===== config.mk =====
export PLATFORM = sky130hd
export DESIGN_NAME = systolic_ctrl
export DESIGN_NICKNAME = d
export VERILOG_FILES = /design/src/rtl/systolic_pkg.sv /design/src/rtl/valid_delay.sv /design/src/rtl/systolic_ctrl.sv
export SDC_FILE = /design/constraint.sdc
export NUM_CORES = 1
export LEC_CHECK = 0
export CORE_ASPECT_RATIO = 2
export CORE_MARGIN = 1.5
export CORE_UTILIZATION = 56
export DETAILED_ROUTE_END_ITERATION = 7
export PLACE_DENSITY = 0.85
export RECOVER_POWER = 25
export SYNTH_ARGS = -nofsm -noshare
export SYNTH_HDL_FRONTEND = slang
export SYNTH_SLANG_ARGS = --single-unit

===== constraint.sdc =====
create_clock -name clk -period 3.7 [get_ports clk]
set_input_delay 0.37 -clock clk [delete_from_list [all_inputs] [get_ports clk]]
set_output_delay 0.37 -clock clk [all_outputs]
set_load 0.02 [all_outputs]

===== src/rtl/systolic_pkg.sv =====
// Shared definitions for the systolic array controller.
// Holds the FSM state type, default array/config dimensions and the latency
// helpers that fix the token skew of rows, columns and the drain window.
package systolic_pkg;

    typedef enum logic [2:0] {
        StIdle,
        StLoadW,
        StStream,
        StDrain,
        StDone
    } state_e;

    localparam int unsigned NDefault  = 4;
    localparam int unsigned MwDefault = 8;

    // Skew register of row i sees an accepted vector i cycles later.
    function automatic int unsigned row_skew(input int unsigned i);
        return i;
    endfunction

    // Bottom of column j produces the result N+j cycles after the accept.
    function automatic int unsigned col_latency(input int unsigned n, input int unsigned j);
        return n + j;
    endfunction

    // Cycles from the last accept's successor up to the final col_valid[N-1].
    function automatic int unsigned drain_len(input int unsigned n);
        return 2 * n - 1;
    endfunction

endpackage


===== src/rtl/valid_delay.sv =====
// Single-bit token delay line.
// Ports:
//   clk_i - clock, rising edge
//   rst_i - synchronous active-high reset, clears every stage
//   d_i   - token in
//   q_o   - token out, Depth cycles after d_i
module valid_delay #(
    parameter int unsigned Depth = 1
) (
    input  logic clk_i,
    input  logic rst_i,
    input  logic d_i,
    output logic q_o
);

    logic [Depth-1:0] sr_q;

    always_ff @(posedge clk_i) begin
        if (rst_i) begin
            sr_q <= '0;
        end else begin
            // Shift form that also works for Depth == 1.
            sr_q <= (sr_q << 1) | Depth'(d_i);
        end
    end

    assign q_o = sr_q[Depth-1];

endmodule


===== src/rtl/systolic_ctrl.sv =====
// Controller for an N x N weight-stationary systolic array.
// Sequence per operation: load N weight rows, stream cfg_m input vectors
// (with back-pressure from in_valid bubbles), drain the array, pulse done.
// Ports:
//   clk, rst         - clock and synchronous active-high reset
//   start, cfg_m     - operation request and vector count (latched in IDLE)
//   in_valid/ready   - input vector handshake
//   w_load_en, w_row - weight row write strobe and row index
//   row_valid        - per-row skewed token valids
//   col_valid        - per-column result valids at the array bottom
//   vec_cnt          - vectors accepted in the current operation
//   busy, done       - not-idle flag and one-cycle completion pulse
module systolic_ctrl
    import systolic_pkg::*;
#(
    parameter int unsigned N  = NDefault,
    parameter int unsigned MW = MwDefault
) (
    input  logic                 clk,
    input  logic                 rst,
    input  logic                 start,
    input  logic [MW-1:0]        cfg_m,
    input  logic                 in_valid,
    output logic                 in_ready,
    output logic                 w_load_en,
    output logic [$clog2(N)-1:0] w_row,
    output logic [N-1:0]         row_valid,
    output logic [N-1:0]         col_valid,
    output logic [MW-1:0]        vec_cnt,
    output logic                 busy,
    output logic                 done
);

    localparam int unsigned RW = $clog2(N);
    localparam int unsigned DW = $clog2(drain_len(N) + 1);

    state_e          state_q, state_d;
    logic [MW-1:0]   cfg_m_q, cfg_m_d;
    logic [MW-1:0]   vec_cnt_q, vec_cnt_d;
    logic [RW-1:0]   w_row_q, w_row_d;
    logic [DW-1:0]   drain_q, drain_d;
    logic            accept;

    always_comb begin
        state_d   = state_q;
        cfg_m_d   = cfg_m_q;
        vec_cnt_d = vec_cnt_q;
        w_row_d   = w_row_q;
        drain_d   = drain_q;
        in_ready  = 1'b0;
        w_load_en = 1'b0;
        w_row     = '0;
        done      = 1'b0;
        accept    = 1'b0;

        unique case (state_q)
            StIdle: begin
                if (start) begin
                    state_d   = StLoadW;
                    cfg_m_d   = cfg_m;
                    vec_cnt_d = '0;
                    w_row_d   = '0;
                end
            end
            StLoadW: begin
                w_load_en = 1'b1;
                w_row     = w_row_q;
                if (w_row_q == RW'(N - 1)) begin
                    state_d = (cfg_m_q != '0) ? StStream : StDone;
                end else begin
                    w_row_d = w_row_q + 1'b1;
                end
            end
            StStream: begin
                in_ready = (vec_cnt_q < cfg_m_q);
                accept   = in_valid & in_ready;
                if (accept) begin
                    vec_cnt_d = vec_cnt_q + 1'b1;
                    // Leave as soon as the final vector is taken; no idle STREAM cycle.
                    if (vec_cnt_q == cfg_m_q - 1'b1) begin
                        state_d = StDrain;
                        drain_d = '0;
                    end
                end
            end
            StDrain: begin
                if (drain_q == DW'(drain_len(N) - 1)) begin
                    state_d = StDone;
                end else begin
                    drain_d = drain_q + 1'b1;
                end
            end
            StDone: begin
                done    = 1'b1;
                state_d = StIdle;
            end
            default: state_d = StIdle;
        endcase
    end

    always_ff @(posedge clk) begin
        if (rst) begin
            state_q   <= StIdle;
            cfg_m_q   <= '0;
            vec_cnt_q <= '0;
            w_row_q   <= '0;
            drain_q   <= '0;
        end else begin
            state_q   <= state_d;
            cfg_m_q   <= cfg_m_d;
            vec_cnt_q <= vec_cnt_d;
            w_row_q   <= w_row_d;
            drain_q   <= drain_d;
        end
    end

    assign vec_cnt = vec_cnt_q;
    assign busy    = (state_q != StIdle);

    // Row 0 sees the token in the accept cycle itself.
    assign row_valid[0] = accept;

    for (genvar i = 1; i < N; i++) begin : g_row
        valid_delay #(
            .Depth(row_skew(i))
        ) u_row_dly (
            .clk_i(clk),
            .rst_i(rst),
            .d_i  (accept),
            .q_o  (row_valid[i])
        );
    end

    for (genvar j = 0; j < N; j++) begin : g_col
        valid_delay #(
            .Depth(col_latency(N, j))
        ) u_col_dly (
            .clk_i(clk),
            .rst_i(rst),
            .d_i  (accept),
            .q_o  (col_valid[j])
        );
    end

endmodule


==> flow_summary.toml <==
[status]
status = "complete, no violations"

[synth]
synth_area_per_cell_um2 = 8.483
async_reset_ff_frac = 0
ys.flop_type = "dfxtp_1"
syn_area_mm2 = 0.001849
yosysUniqueCellTypes = 50
synth_edf_count = 0
synth_seq_area_share = 0.3356
ys_ff_latch = 31
syn_nets = 244
ys.warnings.count = 0
netlist_instances = 218

[timing]
rsz0062_at_grt = "false"
fmax_mhz = 334.0
finalSetupTns_ns = 0
fin_skew_ns = 0.007650
max-slew-margin-rel = 0.4070
setup_viol = 0
fin_hold_ws_ns = 0.4597
fin_crit_ns = 2.994
hold_viol_final = 0
slew_violations = 0
fin_crit_sh = 0.8092
worst_pin_slew_ns = 0.8895

[critical_path]
critical_path_class = "flop to output port"
crit_family = "buffers and inverters"
crit_required_ns = 3.33
crit_fanout = 7
worst_setup_path_start_kind = "flop"
crit_arrival_ns = 2.62
path_cells = "inv_1, ha_1, a41o_1, a21oi_4, nand3_4, or2_1, inv_2, clkdlybuf4s50_1"
slowest_stage = "clkdlybuf4s50_1"
path_buf_inv = 3
max_stage_delay_ns = 0.60
endpoint_kind = "output port"

[place]
hpwl_um = 3076
io_buffers = 33
place_area_mm2 = 0.002125
place_congestion = 0.8651
dp.cells = 267

[global_routing]
gr-total-overflow = 0
grt_pass1_wl_um = 6617
grt_max_degree = 20
grt_pass1_vias = 1468
grt_use_total = 0.2391
antenna_found_initial = 0

[pwr]
irDropWorstVdd_mv = 0.5184
cellLeakagePower_nw = 0.8668
power_mw = 0.7983
powerDensity_mw_per_mm2 = 356.6

[cells_and_area]
final_cells = 275
areaGrowthSynthToFinish_pct = 21.04
design_area_mm2 = 0.002238
fin_nets = 269
fillCellCount = 261
drive_gt1_frac = 0.08197
antenna_cells = 0

[route]
dr.pass1.iters = 4
via_count = 1561
drc = 0
ant_nets = 0
vias_per_cell = 5.676
drt_iter0_drc = 18
wl_per_cell_um = 14.79
finalWirelength_um = 4066

[cts]
cts_setup_buffers = 0
clkLatencyLatePin_ns = 0.28
cts_tree = "yes"
path_clk_slew_ns = 0.07
clock_sinks = 31
cts.path.max_buffers = 2
cts-resized-gates = 0
numCtsBuffers = 5
postCtsHoldBufs = 0
cts-root-buf = "clkbuf_8"
htree_levels = 2

[floorplanning]
die_h_um = 84.27
die-area_mm2 = 0.003677
core_area_mm2 = 0.003157
rows = 29
initial_core_util = 0.5858
ios = 34
die_x_um = 43.64

[hold_path]
hp-class = "flop to flop"

[run]
drv_cap = 0
## placed cells by master, fill, tap and decap left out, drive strengths merged, types with 2 or more instances in the layout
cell / instances
clkdlybuf4s50: 32
xnor2: 12
xor2: 4
or3: 2
dfxtp: 31
nand2: 25
nor3: 6
and2: 2
and3: 4
a31oi: 2
nand3: 6
o21ai: 4
clkbuf: 7
nor4: 4
nor3b: 3
nor2: 21
ha: 14
nand2b: 4
nand4: 4
inv: 14
a21oi: 17
nor2b: 7
## logic make-up after synthesis
group           after synthesis  synth area share
compound gates               33            0.1245
flops                        31            0.3356
fa+ha+maj                    14           0.09472
simple gates                 94            0.2862
xor+xnor                     16           0.07578
buf+inv                      30           0.08322
## per-stage QoR
stage	setup slack, ns	utilization
2_1_floorplan	1.505	-
3_3_place_gp	1.064	0.6730
3_5_place_dp	1.018	0.6730
4_1_cts	0.6921	0.7103
5_1_grt	0.5775	0.7091
6_report	0.7059	0.7091
## cells in the mapped netlist, types with 4 or more instances
cell type,n,area (um^2)
xor2_1,4,35.03
nand2b_1,4,25.02
nand2_1,25,93.84
nand3_1,5,25.02
xnor2_1,12,105.1
dfxtp_1,31,620.6
clkbuf_1,4,15.01
nor3_1,5,25.02
nor2b_1,7,43.79
nor2_1,21,78.83
nand4_1,4,25.02
ha_1,14,175.2
buf_4,8,60.06
a21oi_1,15,75.07
inv_1,13,48.80
and3_1,4,25.02
## where the power goes
group	total [mW]	switching, mW	leakage, nW	internal (mW)
Combinational	0.0987	0.0532	0.554	0.0455
Clock	0.347	0.129	0.0612	0.218
Sequential	0.353	0.0124	0.251	0.341
## worst reg2reg max path, stage by stage (launching register included)
cell      delay, ns
dfxtp_1        0.44
inv_1          0.07
ha_1           0.29
a41o_1         0.24
a21oi_4        0.16
nand3_4        0.13
or2_1          0.30
o21ai_2        0.28
a311oi_2       0.13
## path summary, 6_finish.rpt
kind	start	endpoint	slack [ns]	cells past startpoint
max	cfg_m_q[5]	row_valid[0]	0.71	8
min	g_col[2].u_col_dly.sr_q[4]	g_col[3].u_col_dly.sr_q[5]	0.46	1
max reg2reg	cfg_m_q[5]	drain_q[2]	1.48	8
min reg2reg	g_col[2].u_col_dly.sr_q[4]	g_col[3].u_col_dly.sr_q[5]	0.46	1
## layout make-up
| cell class | count | area (um^2) | share of cell area |
|---|---|---|---|
| timing repair buffer | 34 | 334.1 | 0.1492 |
| inverter | 14 | 52.55 | 0.02348 |
| multi-input combinational | 157 | 1075 | 0.4802 |
| clock buffer | 6 | 82.58 | 0.03689 |
| tap | 31 | 38.79 | 0.01733 |
| clock inverter | 2 | 35.03 | 0.01565 |
| sequential | 31 | 620.6 | 0.2772 |
## state kept, by name (all words and copies together), names as in the netlist
signal                cells
drain_q                   3
w_row_q                   2
g_col.u_col_dly.sr_q      7
cfg_m_q                   8
state_q                   3
vec_cnt                   8
## layer usage
metal | wire length, um | vias to the layer above | part of all wire | track usage
met4 | 174 | 0 | 0.043 | 0.1433
li1 | - | 785 | - | -
met1 | 1529 | 735 | 0.38 | 0.2342
met5 | 0 | - | 0 | 0
met3 | 93 | 15 | 0.023 | 0.05376
met2 | 2269 | 26 | 0.56 | 0.4265
No activity file was read; power rests on OpenSTA's default activity.
==> RTL edit (config.mk and constraints unchanged) <==
The 5 states of `state_e` get a Gray code encoding in 3 bits.
--- a/src/rtl/systolic_pkg.sv
+++ b/src/rtl/systolic_pkg.sv
@@ -4,11 +4,11 @@
 package systolic_pkg;
 
     typedef enum logic [2:0] {
-        StIdle,
-        StLoadW,
-        StStream,
-        StDrain,
-        StDone
+        StIdle   = 3'b000,
+        StLoadW  = 3'b001,
+        StStream = 3'b011,
+        StDrain  = 3'b010,
+        StDone   = 3'b110
     } state_e;
 
     localparam int unsigned NDefault  = 4;
Behaviour: no difference found for any inputs over 10 cycles, from zero or initial values and one cycle with rst high; not proved beyond that.
==> RTL edit against the unedited design <==
The run now ends with design-rule violations left; final cell count increased by 6.2%; sequential cell count unchanged; routed wire length increased by 12%; total power increased by 4.3%; worst hold slack improved by 3.4 ps; utilization decreased by 2.3 points; final area increased by 2.5%; die area increased by 4.4%; setup slack got worse by 25 ps; global-route usage increased by 2.7 points; count of clock-buffer cells in the layout decreased by 1; combinational power increased by 41%; area after synthesis increased by 4.6%; critical path type unchanged; largest power group unchanged.
==> RTL edit: results (changes against the unedited design) <==
{| class="wikitable"
! Metric !! Value
|-
| Crit path arrival time || 2650 ps (was 2620 ps)
|-
| Cells taking the most area after synthesis || dfxtp_1 (32%), ha_1 (9.1%), nand2_1 (5.6%) (was dfxtp_1 (34%), ha_1 (9.5%), xnor2_1 (5.7%))
|-
| Sequential Power || 358 uW (was 353 uW)
|-
| Gate count of the mapped netlist || 236 (was 218)
|-
| Filler cell count in the final layout || 272 (was 261)
|-
| Most frequent cells after synthesis || dfxtp_1 (31), nand2_1 (29), a21oi_1 (18), nor2_1 (18), inv_1 (15) (was dfxtp_1 (31), nand2_1 (25), nor2_1 (21), a21oi_1 (15), ha_1 (14))
|-
| Amount of wire on met2 after detailed routing || 2520 microns (was 2270 microns)
|-
| Overall global routing resource usage || 0.266 (was 0.239)
|-
| Violated checks || design-rule violations
|-
| Post-route DRC || 2 (was 0)
|-
| Clock tree cell share of total cell area || 0.0491 (was 0.0525)
|-
| Vias in the first global route || 1764 (was 1468)
|-
| Launching point of the worst reg2reg path || cfg_m_q[0]$_SDFFE_PP0P_ (was cfg_m_q[5]$_SDFFE_PP0P_)
|-
| Proportion of final cell area spent on non-clock buffers || 0.146 (was 0.149)
|-
| Area after detailed placement || 2180 sq um (was 2120 sq um)
|-
| Hold Slack || 463 ps (was 460 ps)
|-
| Largest net degree at the start of global routing || 17 (was 20)
|-
| Routability congestion estimate || 0.846 (was 0.865)
|-
| Multi-input gate count || 172 (was 157)
|-
| Worst hold path endpoint || g_col[2].u_col_dly.sr_q[3]$_SDFF_PP0_ (was g_col[3].u_col_dly.sr_q[5]$_SDFF_PP0_)
|-
| Sequential fraction of design power || 0.430 (was 0.442)
|-
| Final design area excluding fillers || 2290 sq um (was 2240 sq um)
|-
| R2R setup slack || 1340 ps (was 1480 ps)
|-
| Worst slew margin relative to its limit || 0.527 (was 0.407)
|-
| Internal || 604 uW (about the same)
|-
| Result of the run || complete, but fails checks (was completed)
|-
| Non-filler instance count after layout || 292 (was 275)
|-
| Combinational group share of total power || 0.167 (was 0.124)
|}
## RTL edit: cell count changes after synthesis, sizes merged, moves of 3 or more
| cell | change |
|---|---|
| a211oi | +3 |
| xnor2 | -9 |
| nand2 | +4 |
| mux2i | +5 |
| a31o | +4 |
| nor2 | -3 |
## RTL edit: cell families (layout without fill, tap and decap cells)
logic type      Yosys count  after routing  share of synthesized area
compound gates           43             43                      0.148
buf+inv                  33             57                     0.0951
xor+xnor                  8              8                     0.0362
mux                       7              7                     0.0375
flops                    31             31                      0.321
fa+ha+maj                14             14                     0.0906
simple gates            100            100                      0.272
## RTL edit: worst max-delay path, delay by kind of cell (launching register included)
family / cells / cell delay (ps)
and+or+nand+nor: 3 / 870
adders and majority gates: 1 / 320
DFF: 1 / 400
buffers and inverters: 2 / 760
## RTL edit: per-layer routing
| metal | GRT usage | vias up |
|---|---|---|
| met2 | 0.481 | 50 |
| met1 | 0.246 | 855 |
| met3 | 0.0484 | 22 |
| met4 | 0.190 | 0 |
| met5 | 0 | - |
| li1 | - | 861 |
